File: src/rtl/danmaku_frame_reader_if.sv
// Bundles the Avalon-MM burst read port and the 64-bit stream port of the danmaku frame reader.
// The master modport is the reader's view; the slave modport is the memory/adapter side.
interface danmaku_frame_reader_if #(
    parameter int ADDR_W = 32
);
    logic [ADDR_W-1:0] avm_address;
    logic              avm_read;
    logic [6:0]        avm_burstcount;
    logic              avm_waitrequest;
    logic [63:0]       avm_readdata;
    logic              avm_readdatavalid;
    logic [63:0]       data_src;
    logic              valid_src;
    logic              ready_src;

    modport master (
        output avm_address, avm_read, avm_burstcount, data_src, valid_src,
        input  avm_waitrequest, avm_readdata, avm_readdatavalid, ready_src
    );

    modport slave (
        input  avm_address, avm_read, avm_burstcount, data_src, valid_src,
        output avm_waitrequest, avm_readdata, avm_readdatavalid, ready_src
    );
endinterface

File: src/rtl/danmaku_frame_reader.sv
// Fetches one packed overlay frame from SDRAM with Avalon-MM bursts and replays it as a 64-bit stream.
// Read returns land in a local FIFO; a burst is only issued when the FIFO can absorb all of it.
module danmaku_frame_reader #(
    parameter int ADDR_W      = 32,
    parameter int BURST_LEN   = 16,
    parameter int FRAME_WORDS = 19200,
    parameter int FIFO_DEPTH  = 64
) (
    input  logic                   clk,
    input  logic                   rst_n,
    input  logic [ADDR_W-1:0]      frame_base,
    input  logic                   frame_start,
    output logic                   busy,
    danmaku_frame_reader_if.master bus
);

    localparam int REM_W = ($clog2(FRAME_WORDS + 1) < 8) ? 8 : $clog2(FRAME_WORDS + 1);
    localparam int PTR_W = $clog2(FIFO_DEPTH);
    localparam int CNT_W = $clog2(FIFO_DEPTH + 1);

    typedef enum logic [1:0] {
        S_IDLE  = 2'd0,
        S_ISSUE = 2'd1,
        S_WAIT  = 2'd2,
        S_DRAIN = 2'd3
    } state_e;

    state_e            state_q;
    logic [ADDR_W-1:0] addr_q;
    logic [REM_W-1:0]  remaining_q;
    logic [6:0]        beats_left_q;
    logic              pending_q;
    logic [ADDR_W-1:0] pending_base_q;
    logic              busy_q;
    logic              avm_read_q;
    logic [ADDR_W-1:0] avm_address_q;
    logic [6:0]        avm_burstcount_q;

    logic [63:0]       mem_q [FIFO_DEPTH];
    logic [PTR_W-1:0]  wr_ptr_q;
    logic [PTR_W-1:0]  rd_ptr_q;
    logic [CNT_W-1:0]  fifo_count_q;
    logic              valid_q;
    logic [63:0]       data_q;

    logic [6:0]        burst_s;
    logic              credit_ok_s;
    logic              fifo_wr_s;
    logic              fifo_rd_s;
    logic              drain_done_s;
    logic              restart_s;
    logic [ADDR_W-1:0] restart_base_s;

    // Burst sizing, FIFO credit and handshake decode
    always_comb begin
        burst_s        = 7'd0;
        credit_ok_s    = 1'b0;
        fifo_wr_s      = 1'b0;
        fifo_rd_s      = 1'b0;
        drain_done_s   = 1'b0;
        restart_s      = 1'b0;
        restart_base_s = pending_base_q;
        if (remaining_q >= REM_W'(BURST_LEN)) begin
            burst_s = 7'(BURST_LEN);
        end else begin
            burst_s = remaining_q[6:0];
        end
        credit_ok_s  = (16'(fifo_count_q) + 16'(burst_s)) <= 16'(FIFO_DEPTH);
        fifo_wr_s    = (state_q == S_WAIT) && bus.avm_readdatavalid;
        fifo_rd_s    = (fifo_count_q != CNT_W'(0)) && (!valid_q || bus.ready_src);
        drain_done_s = (fifo_count_q == CNT_W'(0)) && !valid_q;
        restart_s    = pending_q || frame_start;
        // A start arriving in the same cycle is newer than anything already pending
        if (frame_start) begin
            restart_base_s = frame_base;
        end else begin
            restart_base_s = pending_base_q;
        end
    end

    // Frame sequencing FSM with registered Avalon request and busy flag
    always_ff @(posedge clk or negedge rst_n) begin
        if (!rst_n) begin
            state_q          <= S_IDLE;
            addr_q           <= {ADDR_W{1'b0}};
            remaining_q      <= {REM_W{1'b0}};
            beats_left_q     <= 7'd0;
            pending_q        <= 1'b0;
            pending_base_q   <= {ADDR_W{1'b0}};
            busy_q           <= 1'b0;
            avm_read_q       <= 1'b0;
            avm_address_q    <= {ADDR_W{1'b0}};
            avm_burstcount_q <= 7'd0;
        end else begin
            case (state_q)
                S_IDLE: begin
                    if (frame_start) begin
                        addr_q      <= frame_base;
                        remaining_q <= REM_W'(FRAME_WORDS);
                        busy_q      <= 1'b1;
                        state_q     <= S_ISSUE;
                    end
                end
                S_ISSUE: begin
                    if (!avm_read_q) begin
                        if (credit_ok_s) begin
                            avm_read_q       <= 1'b1;
                            avm_address_q    <= addr_q;
                            avm_burstcount_q <= burst_s;
                        end
                    end else if (!bus.avm_waitrequest) begin
                        avm_read_q   <= 1'b0;
                        beats_left_q <= avm_burstcount_q;
                        addr_q       <= addr_q + ADDR_W'({avm_burstcount_q, 3'b000});
                        remaining_q  <= remaining_q - REM_W'(avm_burstcount_q);
                        state_q      <= S_WAIT;
                    end
                end
                S_WAIT: begin
                    if (bus.avm_readdatavalid) begin
                        beats_left_q <= beats_left_q - 7'd1;
                        if (beats_left_q == 7'd1) begin
                            state_q <= (remaining_q != {REM_W{1'b0}}) ? S_ISSUE : S_DRAIN;
                        end
                    end
                end
                S_DRAIN: begin
                    if (drain_done_s) begin
                        if (restart_s) begin
                            addr_q      <= restart_base_s;
                            remaining_q <= REM_W'(FRAME_WORDS);
                            pending_q   <= 1'b0;
                            state_q     <= S_ISSUE;
                        end else begin
                            busy_q  <= 1'b0;
                            state_q <= S_IDLE;
                        end
                    end
                end
                default: begin
                    state_q <= S_IDLE;
                end
            endcase
            if (frame_start && (state_q != S_IDLE) && !((state_q == S_DRAIN) && drain_done_s)) begin
                pending_q      <= 1'b1;
                pending_base_q <= frame_base;
            end
        end
    end

    // Return buffer storage; contents need no reset because pointers define validity
    always_ff @(posedge clk) begin
        if (fifo_wr_s) begin
            mem_q[wr_ptr_q] <= bus.avm_readdata;
        end
    end

    // FIFO pointers plus the registered show-ahead output stage
    always_ff @(posedge clk or negedge rst_n) begin
        if (!rst_n) begin
            wr_ptr_q     <= {PTR_W{1'b0}};
            rd_ptr_q     <= {PTR_W{1'b0}};
            fifo_count_q <= {CNT_W{1'b0}};
            valid_q      <= 1'b0;
            data_q       <= 64'd0;
        end else begin
            if (fifo_wr_s) begin
                wr_ptr_q <= wr_ptr_q + PTR_W'(1);
            end
            if (fifo_rd_s) begin
                rd_ptr_q <= rd_ptr_q + PTR_W'(1);
                data_q   <= mem_q[rd_ptr_q];
                valid_q  <= 1'b1;
            end else if (bus.ready_src) begin
                valid_q <= 1'b0;
            end
            case ({fifo_wr_s, fifo_rd_s})
                2'b10:   fifo_count_q <= fifo_count_q + CNT_W'(1);
                2'b01:   fifo_count_q <= fifo_count_q - CNT_W'(1);
                default: fifo_count_q <= fifo_count_q;
            endcase
        end
    end

    assign busy               = busy_q;
    assign bus.avm_read       = avm_read_q;
    assign bus.avm_address    = avm_address_q;
    assign bus.avm_burstcount = avm_burstcount_q;
    assign bus.data_src       = data_q;
    assign bus.valid_src      = valid_q;

endmodule

File: src/flat_wrapper.sv
// flat-port wrapper written by rule: the top's interface ports become plain ports
module danmaku_frame_reader_flat 
#(
    parameter int ADDR_W      = 32,
    parameter int BURST_LEN   = 16,
    parameter int FRAME_WORDS = 19200,
    parameter int FIFO_DEPTH  = 64
)
  (clk, rst_n, frame_base, frame_start, busy, bus_avm_address, bus_avm_read, bus_avm_burstcount, bus_data_src, bus_valid_src, bus_avm_waitrequest, bus_avm_readdata, bus_avm_readdatavalid, bus_ready_src);
  danmaku_frame_reader_if #(.ADDR_W(ADDR_W)) bus_i ();
  input  logic clk;
  input  logic rst_n;
  input  logic [ADDR_W-1:0] frame_base;
  input  logic frame_start;
  output logic busy;
  output wire logic [$bits(bus_i.avm_address)-1:0] bus_avm_address;
  output wire logic [$bits(bus_i.avm_read)-1:0] bus_avm_read;
  output wire logic [$bits(bus_i.avm_burstcount)-1:0] bus_avm_burstcount;
  output wire logic [$bits(bus_i.data_src)-1:0] bus_data_src;
  output wire logic [$bits(bus_i.valid_src)-1:0] bus_valid_src;
  input wire logic [$bits(bus_i.avm_waitrequest)-1:0] bus_avm_waitrequest;
  input wire logic [$bits(bus_i.avm_readdata)-1:0] bus_avm_readdata;
  input wire logic [$bits(bus_i.avm_readdatavalid)-1:0] bus_avm_readdatavalid;
  input wire logic [$bits(bus_i.ready_src)-1:0] bus_ready_src;
  assign bus_avm_address = bus_i.avm_address;
  assign bus_avm_read = bus_i.avm_read;
  assign bus_avm_burstcount = bus_i.avm_burstcount;
  assign bus_data_src = bus_i.data_src;
  assign bus_valid_src = bus_i.valid_src;
  assign bus_i.avm_waitrequest = bus_avm_waitrequest;
  assign bus_i.avm_readdata = bus_avm_readdata;
  assign bus_i.avm_readdatavalid = bus_avm_readdatavalid;
  assign bus_i.ready_src = bus_ready_src;
  danmaku_frame_reader #(.ADDR_W(ADDR_W), .BURST_LEN(BURST_LEN), .FRAME_WORDS(FRAME_WORDS), .FIFO_DEPTH(FIFO_DEPTH)) u_core (.clk(clk), .rst_n(rst_n), .frame_base(frame_base), .frame_start(frame_start), .busy(busy), .bus(bus_i));
endmodule
File: config.mk
export PLATFORM = sky130hd
export DESIGN_NAME = danmaku_frame_reader_flat
export DESIGN_NICKNAME = d
export VERILOG_FILES = /design/src/rtl/danmaku_frame_reader_if.sv /design/src/rtl/danmaku_frame_reader.sv /design/src/flat_wrapper.sv
export SDC_FILE = /design/constraint.sdc
export NUM_CORES = 2
export LEC_CHECK = 0
export CAP_MARGIN = 20
export CORE_MARGIN = 10
export CORE_UTILIZATION = 62
export DETAILED_ROUTE_END_ITERATION = 8
export PLACE_DENSITY = 0.79
export SETUP_SLACK_MARGIN = 0.4
export SKIP_CTS_REPAIR_TIMING = 1
export SLEW_MARGIN = 5
export SYNTH_ARGS = -nofsm -noshare
export SYNTH_HDL_FRONTEND = slang
export SYNTH_SLANG_ARGS = --single-unit
File: constraint.sdc
create_clock -name clk -period 5.6 [get_ports clk]
set_clock_uncertainty 0.05 [all_clocks]
set_input_delay 1.12 -clock clk [delete_from_list [all_inputs] [get_ports clk]]
set_output_delay 1.12 -clock clk [all_outputs]
set_load 0.02 [all_outputs]
==> summary.md <==
| Metric | Value |
|---|---|
| Slew Limit Fails | `0` |
| DRT Pass-1 Iters | `6` |
| Post-route setup TNS | `0 ns` |
| Final Cycle Share | `83.36%` |
| Cell Area, Synth | `0.1670 mm^2` |
| Width of the die | `538.9 um` |
| Startpoint Class | `flop` |
| Share of synthesized registers carrying an async set or reset | `4.965%` |
| Largest cells by area after synthesis | `edfxtp_1, mux4_2, mux2i_1, dfrtp_1, a22oi_1` |
| Hold Vio Cnt, Final | `0` |
| WL/cell | `37.82 um` |
| Critical path, cell by cell | `or4_1 -> nor3_1 -> and3_1 -> inv_1 -> nor2_1 -> ha_1 -> fa_1 -> a211oi_1 -> o21a_1 -> o41ai_1 -> buf_4 -> o41ai_1 -> a2bb2oi_4 -> buf_4 -> mux2_2` |
| 1st-iter DRT viols | `14680` |
| Leakage | `61.43 nW` |
| Global-route wire length before repair | `667000 um` |
| Flop pwr share | `40.6%` |
| RSZ-0062 raised after global routing | `false` |
| Full die area | `0.2904 mm^2` |
| Cells after synthesis | `8030` |
| Pin count of the biggest net entering global routing | `139` |
| Clock Tree Buf Depth | `4` |
| Die Span Y | `538.9 um` |
| Synth Warn # | `0` |
| Min Tclk post-route | `4.668 ns` |
| Worst Path Required | `6.35 ns` |
| Post-synth top area share | `73.67%` |
| Initial antenna violation count | `30` |
| CTS root buffer | `clkbuf_16` |
| CTS tree | `done` |
| Critical path launch point | `u_core.remaining_q[7]` |
| Core footprint | `0.2679 mm^2` |
| All-layer global routing usage | `31.78%` |
| Crit. End Element | `flop` |
| Drt drc | `0` |
| # port buffers | `207` |
| Sink Count | `4310` |
| H-tree depth | `5` |
| Initial core utilization | `62.32%` |
| Post-synth top flop | `edfxtp_1` |
| Layout cells sized above 1 | `22.07%` |
| Switch share | `31.76%` |
| WHS | `0.1301 ns` |
| Slew headroom | `5.552%` |
| Post-synthesis sequential area ratio | `76.88%` |
| Final global-route overflow total | `0` |
| Post-synth top cells | `edfxtp_1, mux4_2, mux2i_1` |
| Power per cell area | `487.8 mW/mm^2` |
| NetSw | `29.25 mW` |
| Worst Tran Pin Value | `1.381 ns` |
| Syn-to-layout area delta | `13.08%` |
| Min-delay worst type | `input pin to asynchronous set/reset pin` |
| Fmax | `214.2 MHz` |
| Clk_lat worst skew | `0.95 ns` |
| Fillers | `14810` |
| Top Family by Delay on Critical Path | `simple AND/OR/NAND/NOR gates` |
| Most frequent cell after synthesis | `edfxtp_1` |
| Crit path max fanout | `31` |
| Vias in the first global route | `90770` |
| Post-DRT Antenna Nets | `0` |
| Outcome | `completed` |
| Setup CP Type | `flop to flop` |
| Cell row count | `190` |
| EDFF count, synth | `4096` |
| CP max-delay cell | `or4_1` |
| Clk pwr share | `30.9%` |
| Worst Path Buf+Inv | `3` |
| Post-DP HPWL | `249500 um` |
| Number of synthesized register bits | `4310` |
| CTS Buf Count | `416` |
| Final setup fails | `0` |
| Final Routed Wirelength | `469600 um` |
| Max rail drop VDD | `0.5614 mV` |
| Worst-path clk slew | `0.06 ns` |
| Distinct cells, synth | `80` |
| Via density | `7.269` |
| # IOs | `208` |
| Int Pwr | `62.84 mW` |
| Final GP Congestion | `0.8734` |
| Max_cap viols | `0` |
| Nets | `8648` |
| Comb power frac | `28.4%` |
| Worst r2r src | `u_core.remaining_q[7]` |
| Mapped Avg Cell Area | `20.79 um^2` |
| CP arrival | `5.42 ns` |
| Top cell type by total area after synthesis | `edfxtp_1` |
| CP max stage delay | `0.62 ns` |
| Via count | `90270` |
==> stage by stage <==
stage	instance area [um^2]	setup slack, ns	utilization (%)	instances	power, mW
after floorplan	167000	0.6355	-	8031	54.28
after global placement	174300	0.9961	65.06	11610	62.76
after detailed placement	174300	0.9327	65.07	11610	63.21
after CTS	188100	0.9547	70.21	12380	91.60
after global routing	188800	0.4994	70.46	12420	94.39
final	188800	0.9318	70.47	12420	92.09
==> layout make-up <==
| class | instances | area (um^2) | area share (%) |
|---|---|---|---|
| inverter | 31 | 116.4 | 0.06164 |
| clock inverter | 237 | 2664 | 1.411 |
| timing repair buffer | 527 | 5673 | 3.005 |
| sequential | 4310 | 128400 | 68.00 |
| tap | 3552 | 4444 | 2.354 |
| clock buffer | 529 | 11100 | 5.879 |
| multi-input combinational | 3225 | 36400 | 19.28 |
| antenna | 8 | 20.02 | 0.01060 |
==> placed cells by master (no fill, tap or decap), types with 23 or more instances in the layout <==
master and n:
clkinv_2 84, o22ai_1 96, mux2i_1 711, buf_4 200, nand3_1 48, a221o_1 25
nand2_1 179, o221ai_1 68, nor2_1 97, ha_1 31, mux2_2 88, clkbuf_1 91
o211ai_1 24, clkdlybuf4s50_1 144, clkbuf_16 420, nor2_4 66, buf_2 61, edfxtp_1 4096
dfrtp_1 209, nor3_1 62, buf_12 120, a22oi_1 223, a211oi_1 64, mux4_2 753
a31oi_1 23, a221oi_1 43, inv_1 29, a21oi_1 128, a22o_1 64, o21ai_0 151
clkinv_1 59, bufinv_16 49
==> layer usage <==
layer / track usage [%] / part of all wire [%] / vias up
li1: - / - / 34530
met1: 41.81 / 33 / 46190
met2: 49.24 / 47 / 8108
met3: 10.23 / 15 / 1430
met4: 14.13 / 5.2 / 16
met5: 0 / 0.023 / -
==> power by group through the flow <==
stage               logic, mW  clock network [mW]  registers, mW
detailed placement       25.2                   0           38.0
global placement         24.8                   0           38.0
finish                   26.2                28.5           37.4
CTS                      25.7                28.6           37.3
floorplan                16.8                   0           37.5
global route             27.2                29.8           37.4
==> state kept, by name, indices dropped and copies added (netlist names), 6 cells and up <==
register,count
u_core.remaining_q,15
u_core.fifo_count_q,7
u_core.bus.avm_address,32
u_core.addr_q,32
u_core.wr_ptr_q,6
u_core.pending_base_q,32
u_core.mem_q,4096
u_core.bus.avm_burstcount,7
u_core.bus.data_src,64
u_core.rd_ptr_q,6
u_core.beats_left_q,7
==> worst register-to-register path: stages (launching register included) <==
cell and delay [ns]:
dfrtp_1 0.42, or4_1 0.62, nor3_1 0.30, and3_1 0.32, inv_1 0.12, nor2_1 0.15
ha_1 0.23, fa_1 0.24, a211oi_1 0.12, o21a_1 0.20, o41ai_1 0.26, buf_4 0.19
o41ai_1 0.10, a2bb2oi_4 0.39, buf_4 0.44, mux2_2 0.41
==> cells by family (layout without fill, tap and decap cells) <==
family          after synthesis  in the layout  share of synthesized area, %
fa+ha+maj                    35             35                        0.2803
simple gates                578            578                         1.590
flops                      4310           4310                         76.88
other cells                   1             10                      0.002246
compound gates             1031           1031                         4.425
buf+inv                     496           1324                         1.670
mux                        1552           1552                         15.01
xor+xnor                     27             27                        0.1416
==> final timing paths <==
kind / to / slack, ns / depth (start not counted)
hold / removal: u_core.bus.data_src[57] / 0.13 / 1
setup reg to reg: u_core.bus.avm_address[16] / 0.93 / 15
setup / recovery: u_core.bus.avm_address[16] / 0.93 / 15
max in group asynchronous: u_core.rd_ptr_q[1] / 4.01 / 2
min in group clk: u_core.fifo_count_q[6] / 0.44 / 1
hold reg to reg: u_core.fifo_count_q[6] / 0.44 / 1
Power figures use the tool's default switching activity.
